[src/rtl/cordic_pkg.sv]
// Shared CORDIC constants: arctangent table in binary angle, gain-compensation constant, FSM states.
package cordic_pkg;

    localparam int unsigned GAIN_Q15   = 19898;
    localparam int unsigned GAIN_SHIFT = 15;

    typedef enum logic [2:0] {
        StIdle,
        StFold,
        StIter,
        StOut,
        StOutScale
    } cordic_state_e;

    // atan(2^-k) as a fraction of a full turn, scaled to 2^32.
    function automatic logic [31:0] atan_turns32(input int unsigned k);
        case (k)
            0:       return 32'h2000_0000;
            1:       return 32'h12E4_051E;
            2:       return 32'h09FB_385B;
            3:       return 32'h0511_11D4;
            4:       return 32'h028B_0D43;
            5:       return 32'h0145_D7E1;
            6:       return 32'h00A2_F61E;
            7:       return 32'h0051_7C55;
            8:       return 32'h0028_BE53;
            9:       return 32'h0014_5F2F;
            10:      return 32'h000A_2F98;
            11:      return 32'h0005_17CC;
            12:      return 32'h0002_8BE6;
            13:      return 32'h0001_45F3;
            14:      return 32'h0000_A2FA;
            15:      return 32'h0000_517D;
            // Small-angle region: atan(2^-k) ~= 2^-k rad.
            default: return 32'd683565276 >> k;
        endcase
    endfunction

    // Round the 32-bit turn fraction down to a pw-bit binary angle.
    function automatic logic [31:0] atan_angle(input int unsigned k, input int unsigned pw);
        logic [32:0] full;
        full = {1'b0, atan_turns32(k)};
        if (pw >= 32) begin
            return full[31:0];
        end
        full = full + (33'd1 << (31 - pw));
        return 32'(full >> (32 - pw));
    endfunction

endpackage

[src/rtl/cordic_atan_rom.sv]
// Combinational arctangent lookup: atan(2^-k) as a PHASE_WIDTH-bit binary angle.
module cordic_atan_rom
    import cordic_pkg::*;
#(
    parameter int unsigned PHASE_WIDTH = 16,
    parameter int unsigned K_WIDTH     = 4
) (
    input  logic [K_WIDTH-1:0]     k,
    output logic [PHASE_WIDTH-1:0] angle
);

    always_comb begin
        angle = PHASE_WIDTH'(atan_angle(32'(k), PHASE_WIDTH));
    end

endmodule

[src/rtl/cordic_vector.sv]
// Iterative CORDIC vectoring engine: I/Q sample in, magnitude and binary-angle phase out.
// Define CORDIC_GAIN_COMP_EN to scale the magnitude by 1/K (adds one cycle of latency).
module cordic_vector
    import cordic_pkg::*;
#(
    parameter int unsigned I_WIDTH     = 16,
    parameter int unsigned PHASE_WIDTH = 16,
    parameter int unsigned ITERATIONS  = 14
) (
    input  logic                      i_clk,
    input  logic                      i_rst,
    input  logic                      i_en,
    input  logic                      i_valid,
    input  logic signed [I_WIDTH-1:0] i_i,
    input  logic signed [I_WIDTH-1:0] i_q,
    output logic [I_WIDTH+1:0]        o_mag,
    output logic [PHASE_WIDTH-1:0]    o_phase,
    output logic                      o_valid,
    output logic                      o_busy,
    output logic                      o_overrun
);

    localparam int unsigned W       = I_WIDTH + 2;
    localparam int unsigned K_WIDTH = (ITERATIONS > 1) ? $clog2(ITERATIONS) : 1;
    localparam logic [K_WIDTH-1:0]     K_LAST    = K_WIDTH'(ITERATIONS - 1);
    localparam logic [PHASE_WIDTH-1:0] HALF_TURN = {1'b1, {(PHASE_WIDTH - 1){1'b0}}};

    cordic_state_e          state_q;
    logic signed [W-1:0]    x_q;
    logic signed [W-1:0]    y_q;
    logic [PHASE_WIDTH-1:0] z_q;
    logic [K_WIDTH-1:0]     k_q;
    logic                   zero_q;

    logic [PHASE_WIDTH-1:0] atan_k;
    logic signed [W-1:0]    x_sh;
    logic signed [W-1:0]    y_sh;

`ifdef CORDIC_GAIN_COMP_EN
    localparam int unsigned PROD_W = W + GAIN_SHIFT;
    localparam logic [PROD_W-1:0] GAIN = PROD_W'(GAIN_Q15);
    logic [PROD_W-1:0] prod_q;
`endif

    cordic_atan_rom #(
        .PHASE_WIDTH(PHASE_WIDTH),
        .K_WIDTH    (K_WIDTH)
    ) u_atan_rom (
        .k    (k_q),
        .angle(atan_k)
    );

    assign x_sh = x_q >>> k_q;
    assign y_sh = y_q >>> k_q;

    always_ff @(posedge i_clk or posedge i_rst) begin
        if (i_rst) begin
            state_q   <= StIdle;
            x_q       <= '0;
            y_q       <= '0;
            z_q       <= '0;
            k_q       <= '0;
            zero_q    <= 1'b0;
            o_mag     <= '0;
            o_phase   <= '0;
            o_valid   <= 1'b0;
            o_busy    <= 1'b0;
            o_overrun <= 1'b0;
`ifdef CORDIC_GAIN_COMP_EN
            prod_q    <= '0;
`endif
        end else if (i_en) begin
            o_valid   <= 1'b0;
            // Samples arriving mid-conversion are dropped, only flagged.
            o_overrun <= i_valid && (state_q != StIdle);
            case (state_q)
                StIdle: begin
                    if (i_valid) begin
                        x_q     <= W'(i_i);
                        y_q     <= W'(i_q);
                        o_busy  <= 1'b1;
                        state_q <= StFold;
                    end
                end
                StFold: begin
                    // Rotate left-half-plane vectors by 180 deg into CORDIC convergence range.
                    if (x_q[W-1]) begin
                        x_q <= -x_q;
                        y_q <= -y_q;
                        z_q <= HALF_TURN;
                    end else begin
                        z_q <= '0;
                    end
                    zero_q  <= (x_q == '0) && (y_q == '0);
                    k_q     <= '0;
                    state_q <= StIter;
                end
                StIter: begin
                    if (!y_q[W-1]) begin
                        x_q <= x_q + y_sh;
                        y_q <= y_q - x_sh;
                        z_q <= z_q + atan_k;
                    end else begin
                        x_q <= x_q - y_sh;
                        y_q <= y_q + x_sh;
                        z_q <= z_q - atan_k;
                    end
                    k_q <= k_q + K_WIDTH'(1);
                    if (k_q == K_LAST) begin
                        state_q <= StOut;
                    end
                end
`ifdef CORDIC_GAIN_COMP_EN
                StOut: begin
                    prod_q  <= GAIN * {{GAIN_SHIFT{1'b0}}, x_q};
                    state_q <= StOutScale;
                end
                StOutScale: begin
                    o_mag   <= zero_q ? '0 : prod_q[PROD_W-1:GAIN_SHIFT];
                    o_phase <= zero_q ? '0 : z_q;
                    o_valid <= 1'b1;
                    o_busy  <= 1'b0;
                    state_q <= StIdle;
                end
`else
                StOut: begin
                    o_mag   <= zero_q ? '0 : $unsigned(x_q);
                    o_phase <= zero_q ? '0 : z_q;
                    o_valid <= 1'b1;
                    o_busy  <= 1'b0;
                    state_q <= StIdle;
                end
`endif
                default: begin
                    o_busy  <= 1'b0;
                    state_q <= StIdle;
                end
            endcase
        end
    end

endmodule

[config.mk]
export PLATFORM = sky130hd
export DESIGN_NAME = cordic_vector
export DESIGN_NICKNAME = d
export VERILOG_FILES = /design/src/rtl/cordic_pkg.sv /design/src/rtl/cordic_atan_rom.sv /design/src/rtl/cordic_vector.sv
export SDC_FILE = /design/constraint.sdc
export NUM_CORES = 1
export LEC_CHECK = 0
export CAP_MARGIN = 20
export CORE_ASPECT_RATIO = 1.5
export CORE_UTILIZATION = 60
export CTS_CLUSTER_DIAMETER = 30
export CTS_CLUSTER_SIZE = 10
export DETAILED_ROUTE_END_ITERATION = 16
export PLACE_DENSITY = 0.91
export SETUP_SLACK_MARGIN = 0.2
export SYNTH_ARGS = -nofsm -noshare
export SYNTH_HDL_FRONTEND = slang
export SYNTH_SLANG_ARGS = --single-unit
[constraint.sdc]
create_clock -name i_clk -period 13 [get_ports i_clk]
set_input_delay 3.9 -clock i_clk [delete_from_list [all_inputs] [get_ports i_clk]]
set_output_delay 3.9 -clock i_clk [all_outputs]
set_load 0.02 [all_outputs]
==> impl_metrics.py <==
metrics = {
    "yosys": {
        "synth_fa_ha_area_share_pct": 8.426,
        "synth_xor_area_share_pct": 9.378,
        "synthMuxAreaShare_pct": 12.39,
        "avgSynthCellArea_um2": 8.513,
        "synth-compound-area-share_pct": 22.33,
        "ys.flop_type": "dfrtp_1",
        "mappedNetlistArea_mm2": 0.01051,
        "synthSimpleGateAreaFrac_pct": 19.49,
        "ys_seq_area_share_pct": 22.85,
        "ys_types": 82,
        "syn_inst": 1235,
        "ys_ff_latch": 96,
        "ys_async_sr_fraction_pct": 100.0,
        "synth_edf_count": 0,
        "yosys_warnings": 0,
        "synth_top_family_by_area": "compound AO/OA/AOI/OAI gates",
        "synth_nets": 1340,
    },
    "finish": {
        "area_growth_pct": 9.818,
        "drive_above_1_share_pct": 8.186,
        "n_antenna_cell": 0,
        "nNetsFinal": 1346,
    },
    "job": {
        "max_cap_violations": 0,
    },
    "placed_design": {
        "port_buffers": 72,
        "gp_congestion": 0.9606,
        "dp_hpwl_um": 21600,
    },
    "critical_path": {
        "cp-start-kind": "register",
        "critical_path_class": "reg2reg",
        "reg2reg_depth": 22,
        "cpPeakStageDelay_ps": 1030,
        "r2r-start": "k_q[0]",
        "r2r-end": "z_q[15]",
        "path_cells": "inv_1 -> ha_1 -> nand2b_1 -> a31o_2 -> inv_2 -> ha_1 -> o21a_1 -> a21bo_2 -> a2111oi_1 -> a211o_1 -> o211ai_1 -> o21ai_0 -> xnor2_1 -> ha_1 -> o21ai_0 -> nand2b_1 -> a21oi_1 -> a211oi_1 -> nor3_1 -> nor3_1 -> nor3_1 -> nand3b_1",
        "r2r_slack_ps": 6850,
        "critPathTopFamily": "compound AO/OA/AOI/OAI gates",
        "cp_max_fo": 41,
        "worst_ep_required_time_ps": 13250,
        "critPathArrivalTime_ps": 6400,
        "end_kind": "register",
        "crit_slowest_cell": "dfrtp_2",
        "cp_num_buf_inv": 2,
    },
    "sta": {
        "period_share_pct": 47.31,
        "rsz0062_at_grt": "false",
        "maxSlewHeadroom_pct": 24.67,
        "worstMarginPinSlew_ps": 1121,
        "skew_ps": 9.118,
        "finalSetupViolations": 0,
        "finalSetupTns_ps": 0,
        "drv_slew": 0,
        "period_minus_slack_ps": 6150,
        "fmax_ghz": 0.1626,
        "hold_viol": 0,
    },
    "detailed_routing": {
        "dr_wl_met2_um": 14980,
        "vias": 10090,
        "vias_per_cell": 6.929,
        "top_layer": "met4",
        "met3_length_um": 2756,
        "wl_met1_um": 10430,
        "ant_nets": 0,
        "drt_iter0_drc": 1119,
        "wire_per_inst_um": 20.84,
        "drt_first_pass_iters": 5,
        "wirelength_um": 30340,
        "drc_errors": 0,
    },
    "min_path": {
        "min_to": "o_phase[4]",
        "hold_depth": 2,
        "hp-start": "o_phase[4]",
        "min_path_type": "reg2reg",
    },
    "grt": {
        "antenna_found_initial": 0,
        "grt_overflow": 0,
        "grtUsageTotal_pct": 35.20,
        "grt_pass1_vias": 9910,
        "grt_pass1_wl_um": 48900,
        "grt_max_degree": 70,
    },
    "clock_network": {
        "cts_made_buffers": 9,
        "cts-htree-levels": 3,
        "cts_tree": "yes",
        "postCtsHoldBufs": 0,
        "cts_buffer_depth": 2,
        "clock_latency_ps": 370,
        "post_cts_resized": 0,
        "numClockSinks": 96,
        "clk_pin_slew_ps": 70,
        "postCtsSetupBuffers": 0,
        "cts-root-buf": "clkbuf_16",
    },
    "floorplan": {
        "core_area_mm2": 0.01698,
        "pin_count": 73,
        "die_width_um": 110.1,
        "start_util_pct": 61.91,
        "die_area_mm2": 0.01807,
        "num_rows": 58,
        "die_y_um": 164.1,
    },
    "status": {
        "status": "complete, no violations",
    },
}
==> worst register-to-register path: cells and delay by family (launching register included) <==
kind	cells	cell delay, ps
AOI/OAI and AO/OA	10	2640
xor gates and xnor gates	1	130
adders and majority gates	3	1070
buffers and inverters	2	380
DFF	1	1030
and+or+nand+nor	6	810
==> how the worst max path moves through the flow <==
stage / from / to / slack (ps) / cells past startpoint
after floorplan: i_rst / k_q[0] / 6590 / 1
after global placement: i_en / k_q[0] / 6620 / 4
after detailed placement: i_en / k_q[0] / 6530 / 4
after CTS: i_en / y_q[17] / 6910 / 8
after global routing: k_q[0] / z_q[15] / 6500 / 22
final: k_q[0] / z_q[15] / 6850 / 22
==> cell families after synthesis <==
group | count (synthesis)
and+or+nand+nor | 399
AOI/OAI and AO/OA | 356
buffers and inverters | 130
xor gates and xnor gates | 111
DFF | 96
muxes | 74
adders and majority gates | 69
==> cell type report <==
class                      count  area (um2)
clock buffer                   9       225.2
inverter                      41       156.4
clock inverter                 7       96.34
sequential                    96        2405
multi-input combinational   1009        7590
timing repair buffer          84       810.8
fill                        1277        5435
tap                          210       262.8
==> registers in the layout (all words and copies together) (netlist names) <==
register and flops:
o_busy 1, x_q 18, o_mag 18, o_phase 16, z_q 16, k_q 4, zero_q 1, o_valid 1
y_q 18, o_overrun 1, state_q 2
==> synthesized netlist by cell type (4+ instances only) <==
cell type | instances | area share [%]
a211oi_1 | 13 | 0.93
a21boi_0 | 4 | 0.29
a21o_1 | 14 | 1.0
a21oi_1 | 71 | 3.4
a221oi_1 | 20 | 1.7
a22o_1 | 14 | 1.2
a22oi_1 | 4 | 0.29
a31o_2 | 5 | 0.42
a31oi_1 | 13 | 0.77
a32oi_1 | 4 | 0.33
and2_1 | 4 | 0.24
and3_1 | 8 | 0.48
and4_1 | 4 | 0.33
buf_1 | 12 | 0.43
buf_2 | 9 | 0.43
buf_6 | 4 | 0.43
clkbuf_1 | 61 | 2.2
dfrtp_1 | 96 | 23
ha_1 | 66 | 7.9
inv_1 | 37 | 1.3
mux2_2 | 12 | 1.3
mux2i_1 | 21 | 2.0
mux4_1 | 9 | 2.2
mux4_2 | 32 | 6.9
nand2_1 | 128 | 4.6
nand2b_1 | 52 | 3.1
nand3_1 | 20 | 0.95
nor2_1 | 77 | 2.7
nor2b_1 | 13 | 0.77
nor3_1 | 39 | 1.9
nor3b_1 | 4 | 0.29
nor4_1 | 8 | 0.48
nor4b_4 | 4 | 0.90
o211ai_1 | 8 | 0.57
o21a_1 | 15 | 1.1
o21ai_0 | 98 | 4.7
o21bai_1 | 4 | 0.29
o22ai_1 | 10 | 0.60
o31ai_1 | 29 | 2.1
o41ai_1 | 6 | 0.50
or3_1 | 13 | 0.77
xnor2_1 | 79 | 6.6
xor2_1 | 31 | 2.6
==> per-stage QoR <==
stage,instances,area [um2],util (%),hold slack [ps],setup WS (ps)
floorplan,1235,10510,-,448.5,6595
global placement,1439,11220,66.06,458.7,6616
detailed placement,1439,11220,66.06,467.0,6527
CTS,1455,11540,67.95,483.5,6906
global route,1456,11550,67.99,507.1,6499
finish,1456,11550,67.99,478.7,6850
==> cell usage in the layout (no fill, tap or decap), types with 6 or more instances in the layout <==
master	Yosys	routed
nor3_1	39	39
clkdlybuf4s50_1	0	72
inv_1	37	36
nor4_1	8	8
a31oi_1	13	13
o21a_1	15	15
a221oi_1	20	20
mux4_2	32	32
a21oi_1	71	71
o41ai_1	6	6
dfrtp_1	96	94
o211ai_1	8	8
ha_1	66	66
a22o_1	14	14
or3_1	13	13
xor2_1	31	31
o22ai_1	10	10
nor2b_1	13	13
a211oi_1	13	12
o31ai_1	29	29
nand2b_1	52	52
nand2_1	128	127
mux4_1	9	9
buf_4	3	12
o21ai_0	98	97
xnor2_1	79	79
a21o_1	14	14
nand3_1	20	20
mux2i_1	21	21
mux2_2	12	12
clkbuf_16	0	9
and3_1	8	8
nor2_1	77	77
==> layer usage <==
metal | track usage (%) | up-vias
met5 | 0 | -
met4 | 23.70 | 0
met2 | 59.40 | 603
met3 | 7.381 | 194
li1 | - | 4574
met1 | 39.17 | 4718
Power is not shown: default switching activity piles up to over one toggle a cycle in this logic, so the estimate is an artifact.
